`src/rtl/deskew_pkg.sv`:
```
// Shared encodings and defaults for the lane deskew supervisor.
// Revision 1.0
`default_nettype none

package deskew_pkg;

  localparam int c_DEFAULT_N_LANES = 20;
  localparam int c_RELOCK_W        = 8;

  localparam logic [4:0] c_ST_WAIT_LOCK   = 5'b00001;
  localparam logic [4:0] c_ST_RESYNC      = 5'b00010;
  localparam logic [4:0] c_ST_WAIT_DESKEW = 5'b00100;
  localparam logic [4:0] c_ST_ALIGNED     = 5'b01000;
  localparam logic [4:0] c_ST_FAIL        = 5'b10000;

  typedef enum logic [4:0] {
    S_WAIT_LOCK   = c_ST_WAIT_LOCK,
    S_RESYNC      = c_ST_RESYNC,
    S_WAIT_DESKEW = c_ST_WAIT_DESKEW,
    S_ALIGNED     = c_ST_ALIGNED,
    S_FAIL        = c_ST_FAIL
  } state_t;

endpackage

`default_nettype wire

```
`src/rtl/deskew_supervisor_if.sv`:
```
// Control/status bundle between lock logic, deskew FSM, register file and the supervisor.
// Optional DESKEW_SUP_STATS_EN adds o_relock_count. Revision 1.0
`default_nettype none

interface deskew_supervisor_if
  import deskew_pkg::*;
#(
  parameter int N_LANES  = c_DEFAULT_N_LANES,
  parameter int NB_RETRY = 2
);
  logic               i_enable;
  logic [N_LANES-1:0] i_am_lock;
  logic               i_deskew_done;
  logic               i_invalid_skew;
  logic               i_restart;
  logic               o_resync;
  logic               o_deskew_enable;
  logic               o_aligned;
  logic               o_fail;
  logic [NB_RETRY-1:0] o_retry_count;
`ifdef DESKEW_SUP_STATS_EN
  logic [c_RELOCK_W-1:0] o_relock_count;
`endif

  modport master (
    output i_enable, i_am_lock, i_deskew_done, i_invalid_skew, i_restart,
`ifdef DESKEW_SUP_STATS_EN
    input  o_relock_count,
`endif
    input  o_resync, o_deskew_enable, o_aligned, o_fail, o_retry_count
  );

  modport slave (
    input  i_enable, i_am_lock, i_deskew_done, i_invalid_skew, i_restart,
`ifdef DESKEW_SUP_STATS_EN
    output o_relock_count,
`endif
    output o_resync, o_deskew_enable, o_aligned, o_fail, o_retry_count
  );

endinterface

`default_nettype wire

```
`src/rtl/deskew_timeout_counter.sv`:
```
// Clearable up-counter with a registered flag that is high while the count equals TERMINAL.
// Revision 1.0
`default_nettype none

module deskew_timeout_counter #(
  parameter int WIDTH    = 7,
  parameter int TERMINAL = 63
) (
  input  wire logic i_clock,
  input  wire logic i_reset,
  input  wire logic i_clear,
  input  wire logic i_enable,
  output logic      o_tc
);
  localparam logic [WIDTH-1:0] c_TERM = WIDTH'(TERMINAL);

  logic [WIDTH-1:0] r_count;
  logic [WIDTH-1:0] w_count_nxt;
  logic             r_tc;

  always_comb begin
    w_count_nxt = r_count;
    if (i_clear)
      w_count_nxt = '0;
    else if (i_enable)
      w_count_nxt = r_count + WIDTH'(1);
  end

  // Flag is computed from the next count so it lines up with r_count exactly.
  always_ff @(posedge i_clock) begin
    if (i_reset) begin
      r_count <= '0;
      r_tc    <= (c_TERM == '0);
    end else begin
      r_count <= w_count_nxt;
      r_tc    <= (w_count_nxt == c_TERM);
    end
  end

  assign o_tc = r_tc;

endmodule

`default_nettype wire

```
`src/rtl/deskew_supervisor.sv`:
```
// Sequences deskew attempts: waits for AM lock, pulses resync, supervises timeout/retries.
// Optional DESKEW_SUP_STATS_EN adds a saturating relock counter. Revision 1.0
`default_nettype none

module deskew_supervisor
  import deskew_pkg::*;
#(
  parameter int N_LANES    = c_DEFAULT_N_LANES,
  parameter int TIMEOUT    = 64,
  parameter int MAX_RETRY  = 3,
  parameter int NB_TIMEOUT = $clog2(TIMEOUT + 1),
  parameter int NB_RETRY   = $clog2(MAX_RETRY + 1)
) (
  input  wire logic            i_clock,
  input  wire logic            i_reset,
  deskew_supervisor_if.slave   io_sup
);
  localparam logic [NB_RETRY-1:0] c_RETRY_LAST = NB_RETRY'(MAX_RETRY - 1);
  localparam logic [NB_RETRY-1:0] c_RETRY_MAX  = NB_RETRY'(MAX_RETRY);

  state_t              r_state;
  state_t              w_state_nxt;
  logic [NB_RETRY-1:0] r_retry;
  logic [NB_RETRY-1:0] w_retry_nxt;
  logic                w_all_locked;
  logic                w_tc;
  logic                w_cnt_clear;
  logic                w_cnt_en;

  assign w_all_locked = &io_sup.i_am_lock;
  assign w_cnt_en     = io_sup.i_enable && (r_state == S_WAIT_DESKEW);
  assign w_cnt_clear  = io_sup.i_enable && (r_state != S_WAIT_DESKEW);

  deskew_timeout_counter #(
    .WIDTH    (NB_TIMEOUT),
    .TERMINAL (TIMEOUT - 1)
  ) u_timeout (
    .i_clock  (i_clock),
    .i_reset  (i_reset),
    .i_clear  (w_cnt_clear),
    .i_enable (w_cnt_en),
    .o_tc     (w_tc)
  );

  always_comb begin
    w_state_nxt = r_state;
    w_retry_nxt = r_retry;
    if (io_sup.i_restart) begin
      w_state_nxt = S_WAIT_LOCK;
      w_retry_nxt = '0;
    end else begin
      case (r_state)
        S_WAIT_LOCK: begin
          if (w_all_locked)
            w_state_nxt = S_RESYNC;
        end
        S_RESYNC: begin
          w_state_nxt = S_WAIT_DESKEW;
        end
        S_WAIT_DESKEW: begin
          if (!w_all_locked) begin
            w_state_nxt = S_WAIT_LOCK;
            w_retry_nxt = '0;
          end else if (io_sup.i_deskew_done) begin
            w_state_nxt = S_ALIGNED;
            w_retry_nxt = '0;
          end else if (io_sup.i_invalid_skew || w_tc) begin
            if (r_retry == c_RETRY_LAST) begin
              w_state_nxt = S_FAIL;
              w_retry_nxt = c_RETRY_MAX;
            end else begin
              w_state_nxt = S_RESYNC;
              w_retry_nxt = r_retry + NB_RETRY'(1);
            end
          end
        end
        S_ALIGNED: begin
          if (!w_all_locked)
            w_state_nxt = S_WAIT_LOCK;
        end
        S_FAIL: begin
          if (!w_all_locked) begin
            w_state_nxt = S_WAIT_LOCK;
            w_retry_nxt = '0;
          end
        end
        default: begin
          w_state_nxt = S_WAIT_LOCK;
          w_retry_nxt = '0;
        end
      endcase
    end
  end

  always_ff @(posedge i_clock) begin
    if (i_reset) begin
      r_state <= S_WAIT_LOCK;
      r_retry <= '0;
    end else if (io_sup.i_enable) begin
      r_state <= w_state_nxt;
      r_retry <= w_retry_nxt;
    end
  end

  assign io_sup.o_resync        = (r_state == S_RESYNC);
  assign io_sup.o_deskew_enable = (r_state == S_WAIT_DESKEW) || (r_state == S_ALIGNED);
  assign io_sup.o_aligned       = (r_state == S_ALIGNED);
  assign io_sup.o_fail          = (r_state == S_FAIL);
  assign io_sup.o_retry_count   = r_retry;

`ifdef DESKEW_SUP_STATS_EN
  logic [c_RELOCK_W-1:0] r_relock;

  // Counts every exit from ALIGNED, whether from lock loss or software restart.
  always_ff @(posedge i_clock) begin
    if (i_reset)
      r_relock <= '0;
    else if (io_sup.i_enable && (r_state == S_ALIGNED) && (w_state_nxt == S_WAIT_LOCK)
             && (r_relock != '1))
      r_relock <= r_relock + c_RELOCK_W'(1);
  end

  assign io_sup.o_relock_count = r_relock;
`endif

endmodule

`default_nettype wire

```
`src/flat_wrapper.sv`:
```
// flat-port wrapper written by rule: the top's interface ports become plain ports
module deskew_supervisor_flat import deskew_pkg::*;
#(
  parameter int N_LANES    = c_DEFAULT_N_LANES,
  parameter int TIMEOUT    = 64,
  parameter int MAX_RETRY  = 3,
  parameter int NB_TIMEOUT = $clog2(TIMEOUT + 1),
  parameter int NB_RETRY   = $clog2(MAX_RETRY + 1)
)
  (i_clock, i_reset, io_sup_i_enable, io_sup_i_am_lock, io_sup_i_deskew_done, io_sup_i_invalid_skew, io_sup_i_restart, io_sup_o_resync, io_sup_o_deskew_enable, io_sup_o_aligned, io_sup_o_fail, io_sup_o_retry_count);
  deskew_supervisor_if #(.N_LANES(N_LANES), .NB_RETRY(NB_RETRY)) io_sup_i ();
  input  wire logic i_clock;
  input  wire logic i_reset;
  input wire logic [$bits(io_sup_i.i_enable)-1:0] io_sup_i_enable;
  input wire logic [$bits(io_sup_i.i_am_lock)-1:0] io_sup_i_am_lock;
  input wire logic [$bits(io_sup_i.i_deskew_done)-1:0] io_sup_i_deskew_done;
  input wire logic [$bits(io_sup_i.i_invalid_skew)-1:0] io_sup_i_invalid_skew;
  input wire logic [$bits(io_sup_i.i_restart)-1:0] io_sup_i_restart;
  output wire logic [$bits(io_sup_i.o_resync)-1:0] io_sup_o_resync;
  output wire logic [$bits(io_sup_i.o_deskew_enable)-1:0] io_sup_o_deskew_enable;
  output wire logic [$bits(io_sup_i.o_aligned)-1:0] io_sup_o_aligned;
  output wire logic [$bits(io_sup_i.o_fail)-1:0] io_sup_o_fail;
  output wire logic [$bits(io_sup_i.o_retry_count)-1:0] io_sup_o_retry_count;
  assign io_sup_i.i_enable = io_sup_i_enable;
  assign io_sup_i.i_am_lock = io_sup_i_am_lock;
  assign io_sup_i.i_deskew_done = io_sup_i_deskew_done;
  assign io_sup_i.i_invalid_skew = io_sup_i_invalid_skew;
  assign io_sup_i.i_restart = io_sup_i_restart;
  assign io_sup_o_resync = io_sup_i.o_resync;
  assign io_sup_o_deskew_enable = io_sup_i.o_deskew_enable;
  assign io_sup_o_aligned = io_sup_i.o_aligned;
  assign io_sup_o_fail = io_sup_i.o_fail;
  assign io_sup_o_retry_count = io_sup_i.o_retry_count;
  deskew_supervisor #(.N_LANES(N_LANES), .TIMEOUT(TIMEOUT), .MAX_RETRY(MAX_RETRY), .NB_TIMEOUT(NB_TIMEOUT), .NB_RETRY(NB_RETRY)) u_core (.i_clock(i_clock), .i_reset(i_reset), .io_sup(io_sup_i));
endmodule
```
`config.mk`:
```
export PLATFORM = sky130hd
export DESIGN_NAME = deskew_supervisor_flat
export DESIGN_NICKNAME = d
export VERILOG_FILES = /design/src/rtl/deskew_pkg.sv /design/src/rtl/deskew_supervisor_if.sv /design/src/rtl/deskew_timeout_counter.sv /design/src/rtl/deskew_supervisor.sv /design/src/flat_wrapper.sv
export SDC_FILE = /design/constraint.sdc
export NUM_CORES = 1
export LEC_CHECK = 0
export ABC_AREA = 1
export BUFFER_PORTS_ARGS = -buffer_cell sky130_fd_sc_hd__buf_2
export CAP_MARGIN = 5
export CELL_PAD_IN_SITES_DETAIL_PLACEMENT = 1
export CELL_PAD_IN_SITES_GLOBAL_PLACEMENT = 1
export CORE_MARGIN = 2
export CORE_UTILIZATION = 34
export CTS_CLUSTER_SIZE = 12
export DETAILED_ROUTE_END_ITERATION = 10
export PLACE_DENSITY = 0.79
export SLEW_MARGIN = 15
export SYNTH_ARGS = -nofsm -noshare
export SYNTH_HDL_FRONTEND = slang
export SYNTH_HIERARCHICAL = 1
export SYNTH_SLANG_ARGS = --single-unit
```
`constraint.sdc`:
```
create_clock -name i_clock -period 2 [get_ports i_clock]
set_input_delay 0.4 -clock i_clock [delete_from_list [all_inputs] [get_ports i_clock]]
set_output_delay 0.4 -clock i_clock [all_outputs]
set_load 0.02 [all_outputs]
```
# Word-level counts from Yosys, hierarchy flattened
# Index checks and enable logic that the tools add are counted.
# totals
reg_bits	15
inputBits	26
output_inout_bits	6
wordCells	45
# classes
add_sub_neg	2
n_eq_ne	13
mux	17
n_reduce_logical	9
# op_table
cell	n
$mux W5	7
$pmux W5 S4	1
$reduce_and A20 Y1	1
$mux W7	2
$mux W2	6
$reduce_and A4 Y1	2
$add A7 B1 Y7 const B	1
$eq A7 B6 Y1 const B	1
$ne A3 B3 Y1 const B	2
$pmux W2 S3	1
$eq A5 B1 Y1 const B	1
$eq A5 B2 Y1 const B	1
$eq A5 B3 Y1 const B	1
$eq A5 B4 Y1 const B	1
$eq A5 B5 Y1 const B	1
$ne A5 B3 Y1 const B	1
$ne A5 B5 Y1 const B	1
$ne A3 B2 Y1 const B	1
$reduce_or A3 Y1	1
$add A2 B1 Y2 const B	1
$eq A2 B2 Y1 const B	1
$logic_and A1 B1 Y1	2
$logic_or A1 B1 Y1	2
$ne A2 B1 Y1 const B	1
$reduce_or A2 Y1	1

# Logic depth before layout (Yosys ltp)
# logic_depth
word_depth	7
ltp_mapped	11
depth_no_buf	11

# Modules after synthesis
# Netlist, hierarchy kept.
# by_module_without_submodules
mod	instances	cells_each	area_per_inst_um2	seq_area_each_um2
deskew_supervisor	1	123	721.9	140.1
deskew_timeout_counter	1	57	391.6	160.2

# Worst setup path after synthesis
# OpenSTA, ideal clock, no wires.
# synth_path
kind	input port to flip-flop
start	input port io_sup_i_enable
end	register u_core.u_timeout.r_tc, in the netlist u_core/u_timeout/o_tc
setup_ns	0.113
t_arrival_ns	1.602
required_ns	1.887
setup_slack_ns	0.285
stages	10
n_path_buf	1
cell_sequence	clkbuf_1 inv_1 nor2_1 nand2_1 nor2_1 nand3_1 nand2_1 nand2_1 nor2_1 nor2_1
# synth_between
elab_chain_cells	4
word_cells_on_any_way	5
classes_between	eq/ne: 1; mux: 2; reduce/logical: 2
# synth_lines
item	line_no	rtl
start: declaration	flat_wrapper.sv:14	input wire logic [$bits(io_sup_i.i_enable)-1:0] io_sup_i_enable;
$logic_and A1 B1 Y1	deskew_supervisor.sv:31	assign w_cnt_en = io_sup.i_enable && (r_state == S_WAIT_DESKEW);
via u_core.w_cnt_en	deskew_supervisor.sv:28	logic w_cnt_en;
$mux W7	deskew_timeout_counter.sv:25	else if (i_enable)
$mux W7	deskew_timeout_counter.sv:23	if (i_clear)
$eq A7 B6 Y1	deskew_timeout_counter.sv:36	r_tc <= (w_count_nxt == c_TERM);
end signal: assignment	deskew_timeout_counter.sv:33	r_tc <= (c_TERM == '0);
end signal: assignment	deskew_timeout_counter.sv:36	
end: declaration	deskew_timeout_counter.sv:19	logic r_tc;
# The timed path passes the listed nets, and every way through them passes these cells.
# A chain may end at the register's enable or synchronous reset.

# Worst setup path in the final report
# layout_path
start	register u_core.r_state[4]
end	output port io_sup_o_resync
# layout_between
elab_chain_cells	1
# layout_lines
item	line_no	rtl
start: declaration	deskew_supervisor.sv:21	state_t r_state;
start signal: assignment	deskew_supervisor.sv:100	r_state <= w_state_nxt;
$eq A5 B2 Y1	deskew_supervisor.sv:105	assign io_sup.o_resync = (r_state == S_RESYNC);
end: declaration	flat_wrapper.sv:19	output wire logic [$bits(io_sup_i.o_resync)-1:0] io_sup_o_resync;
# No other way between the ends.

==> impl_metrics.py <==
metrics = {
    "setup_path": {
        "rr_worst_depth": 10,
        "crit_arrival_ps": 1400,
        "endpoint_kind": "output pin",
        "critPathKind": "flip-flop to output pin",
        "worst_r2r_endpoint": "u_core/u_timeout/o_tc",
        "required_ps": 1600,
        "ff2ff_setup_slack_ps": 240,
        "r2r-start": "u_core/r_state[0]",
        "cp-start-kind": "flip-flop",
        "cp_max_fo": 4,
    },
    "synth": {
        "synth_xor_area_share_pct": 0.787,
        "ys_seq_area_share_pct": 27.0,
        "yosysTopAreaCellShare_pct": 27.0,
        "netlist_area_mm2": 0.00111,
        "yosysMostFrequentCell": "nand2_1",
        "synth.distinct_cells": 26,
        "synthAdderAreaFrac_pct": 2.25,
        "yosys.area.top_type": "dfxtp_1",
        "synthArstFlopShare_pct": 0,
        "synth_area_leaders": "dfxtp_1 27%, nand2_1 18%, nor2_1 13%, inv_1 6.7%, nor2_4 5.1%",
        "syn-num-nets": 208,
        "synth-simple-area-share_pct": 57.6,
        "synth-compound-area-share_pct": 3.71,
        "synth_flop_cell": "dfxtp_1",
        "synthMuxAreaShare_pct": 0,
        "ys_top_cells_by_count": "54 x nand2_1, 39 x nor2_1, 20 x inv_1, 15 x dfxtp_1, 9 x nand3_1",
        "synth_seq_cells": 15,
        "syn_inst": 180,
        "synth-edff-count": 0,
        "syn_avg_cell_area_um2": 6.19,
        "synth_top_family_by_area": "simple AND/OR/NAND/NOR gates",
        "ys_warn_count": 6,
    },
    "hold_path": {
        "whs_endpoint": "u_core/u_timeout/r_count[0]",
        "hp-class": "input pin to flip-flop",
        "hold_path.startpoint": "i_reset",
        "whs_path_depth": 2,
    },
    "die": {
        "std_cell_rows": 20,
        "fp.dieW_um": 61.2,
        "die-area_mm2": 0.00375,
        "ios": 32,
        "initial_core_util_pct": 36.2,
        "chipHeight_um": 61.2,
        "coreArea_mm2": 0.00308,
    },
    "drt": {
        "vias": 1221,
        "drc": 0,
        "drt_pass1_iterations": 4,
        "via_per_inst": 4.70,
        "routed_wl_um": 3120,
        "first_iter_violations": 33,
        "drt-wirelength-per-cell_um": 12.0,
        "ant_nets": 0,
    },
    "timing": {
        "fin_ws_ps": 201,
        "period_share_pct": 90.0,
        "slew_violations": 0,
        "period_minus_slack_ps": 1800,
        "relSlewSlack_pct": 76.4,
        "rsz0062_at_grt": "false",
        "setup-violations-final": 0,
        "fin_worst_skew_ps": 4.66,
        "hold_viol": 0,
        "max_clock_freq_mhz": 556,
        "setup_tns_ps": 0,
        "hold-worst-slack_ps": 345,
        "tightest_slew_ps": 352,
    },
    "power_and_ir_drop": {
        "peakVddDrop_mv": 0.321,
        "p_leak_nw": 0.666,
        "power_density_mw_per_mm2": 513,
        "p_total_w": 0.000700,
        "pwr-share-comb_pct": 27.6,
        "p_int_w": 0.000463,
        "power_frac_seq_pct": 46.8,
        "switchingPower_w": 0.000237,
        "swShare_pct": 33.8,
        "power_frac_clock_pct": 25.5,
    },
    "clock_tree": {
        "clkSlewWorstSetupHoldPaths_ps": 90,
        "cts_hold_buffers": 0,
        "htree_num_levels": 1,
        "cts.sinks": 15,
        "postCtsSetupBuffers": 0,
        "cts_made_buffers": 3,
        "clk_path_buf_depth": 2,
        "insertion_delay_ps": 290,
        "cts-root-buf": "clkbuf_4",
        "cts.repair.resized": 0,
        "cts_tree": "done",
    },
    "global_route": {
        "grt_usage_pct": 19.5,
        "grt-ovfl-total": 0,
        "grt_pass1_wl_um": 5500,
        "antenna_found_initial": 0,
        "grt_pass1_vias": 1256,
        "grt_max_degree": 9,
    },
    "placement": {
        "portBuffers": 31,
        "hpwl_um": 2710,
        "dp_slack_ps": 111,
        "place_congestion": 0.794,
    },
    "final_layout": {
        "nets": 245,
        "diodes": 0,
        "syn_to_final_growth_pct": 22.5,
        "drive_gt1_share_pct": 25.9,
    },
    "run_status": {
        "status": "finished clean",
    },
    "job": {
        "maxCapViolations": 0,
    },
}
## how the worst max path moves through the flow
stage / to / cells after the start / start
floorplan: u_core/u_timeout/o_tc / 10 / io_sup_i_enable
detailed placement: u_core/u_timeout/o_tc / 10 / u_core/r_state[0]
finish: io_sup_o_resync / 5 / u_core/r_state[4]
global placement: u_core/u_timeout/o_tc / 10 / u_core/r_state[0]
global route: u_core/u_timeout/r_count[6] / 9 / u_core/r_state[0]
CTS: u_core/u_timeout/o_tc / 10 / u_core/r_state[0]
## worst max-delay path: stages (launching register included)
cell	delay, ps
dfxtp_1	320
buf_4	150
nor3_1	290
nand2_1	80
inv_1	100
buf_2	170
## flip-flops by register name (all words and copies together) (netlist names)
signal and count:
u_core/u_timeout/r_count 7, u_core/u_timeout/o_tc 1, u_core/r_state 5, u_core/io_sup.o_retry_count 2
## stage by stage
stage,util (%),cell area (um2),std cells
3_5_place_dp,43.4,1340,256
5_1_grt,44.3,1360,260
2_1_floorplan,-,1110,180
3_3_place_gp,43.4,1340,256
6_report,44.3,1360,260
4_1_cts,44.2,1360,260
## routing by layer
metal	wire length, um	vias up	part of all wire (%)	global-route usage, %
met5	0	-	0	0
li1	-	640	-	-
met3	101	2	3.2	4.41
met2	1590	12	51	35.9
met4	10	0	0.32	2.80
met1	1420	567	45	23.6
## final cells by class
cell class                      instances  area (um2)
Fill cell                             443        1710
Multi-Input combinational cell        140         719
Sequential cell                        15         300
Timing Repair Buffer                   33         170
Inverter                               24        92.6
Tap cell                               44        55.1
Clock buffer                            4        26.3
## cell families (layout without fill, tap and decap cells)
family          count (synthesis)  count (layout)
buf+inv                        25              61
xor+xnor                        1               1
simple gates                  130             130
compound gates                  7               7
fa+ha+maj                       2               2
flops                          15              15
## layout by cell type (no fill, tap or decap)
cell	n
a21oi_1	3
a21oi_2	1
buf_2	31
buf_4	2
clkbuf_1	1
clkbuf_4	3
clkinv_1	1
dfxtp_1	15
ha_1	2
inv_1	20
inv_2	2
inv_4	1
nand2_1	54
nand2_2	3
nand3_1	9
nand3_2	3
nand3_4	1
nand4_1	7
nand4_4	2
nor2_1	38
nor2_2	2
nor2_4	5
nor3_1	4
nor4_1	1
o21ai_0	1
o21ai_1	1
o21bai_1	1
or2_1	1
xnor2_1	1
## power groups by stage
| stage | Sequential [W] | Clock (W) | Combinational (W) |
|---|---|---|---|
| after floorplan | 0.000337 | 0 | 0.000124 |
| after global placement | 0.000334 | 0 | 0.000184 |
| after detailed placement | 0.000335 | 0 | 0.000195 |
| after CTS | 0.000328 | 0.000181 | 0.000196 |
| after global routing | 0.000330 | 0.000202 | 0.000218 |
| final | 0.000328 | 0.000179 | 0.000193 |
No activity file was read; power rests on OpenSTA's default activity.
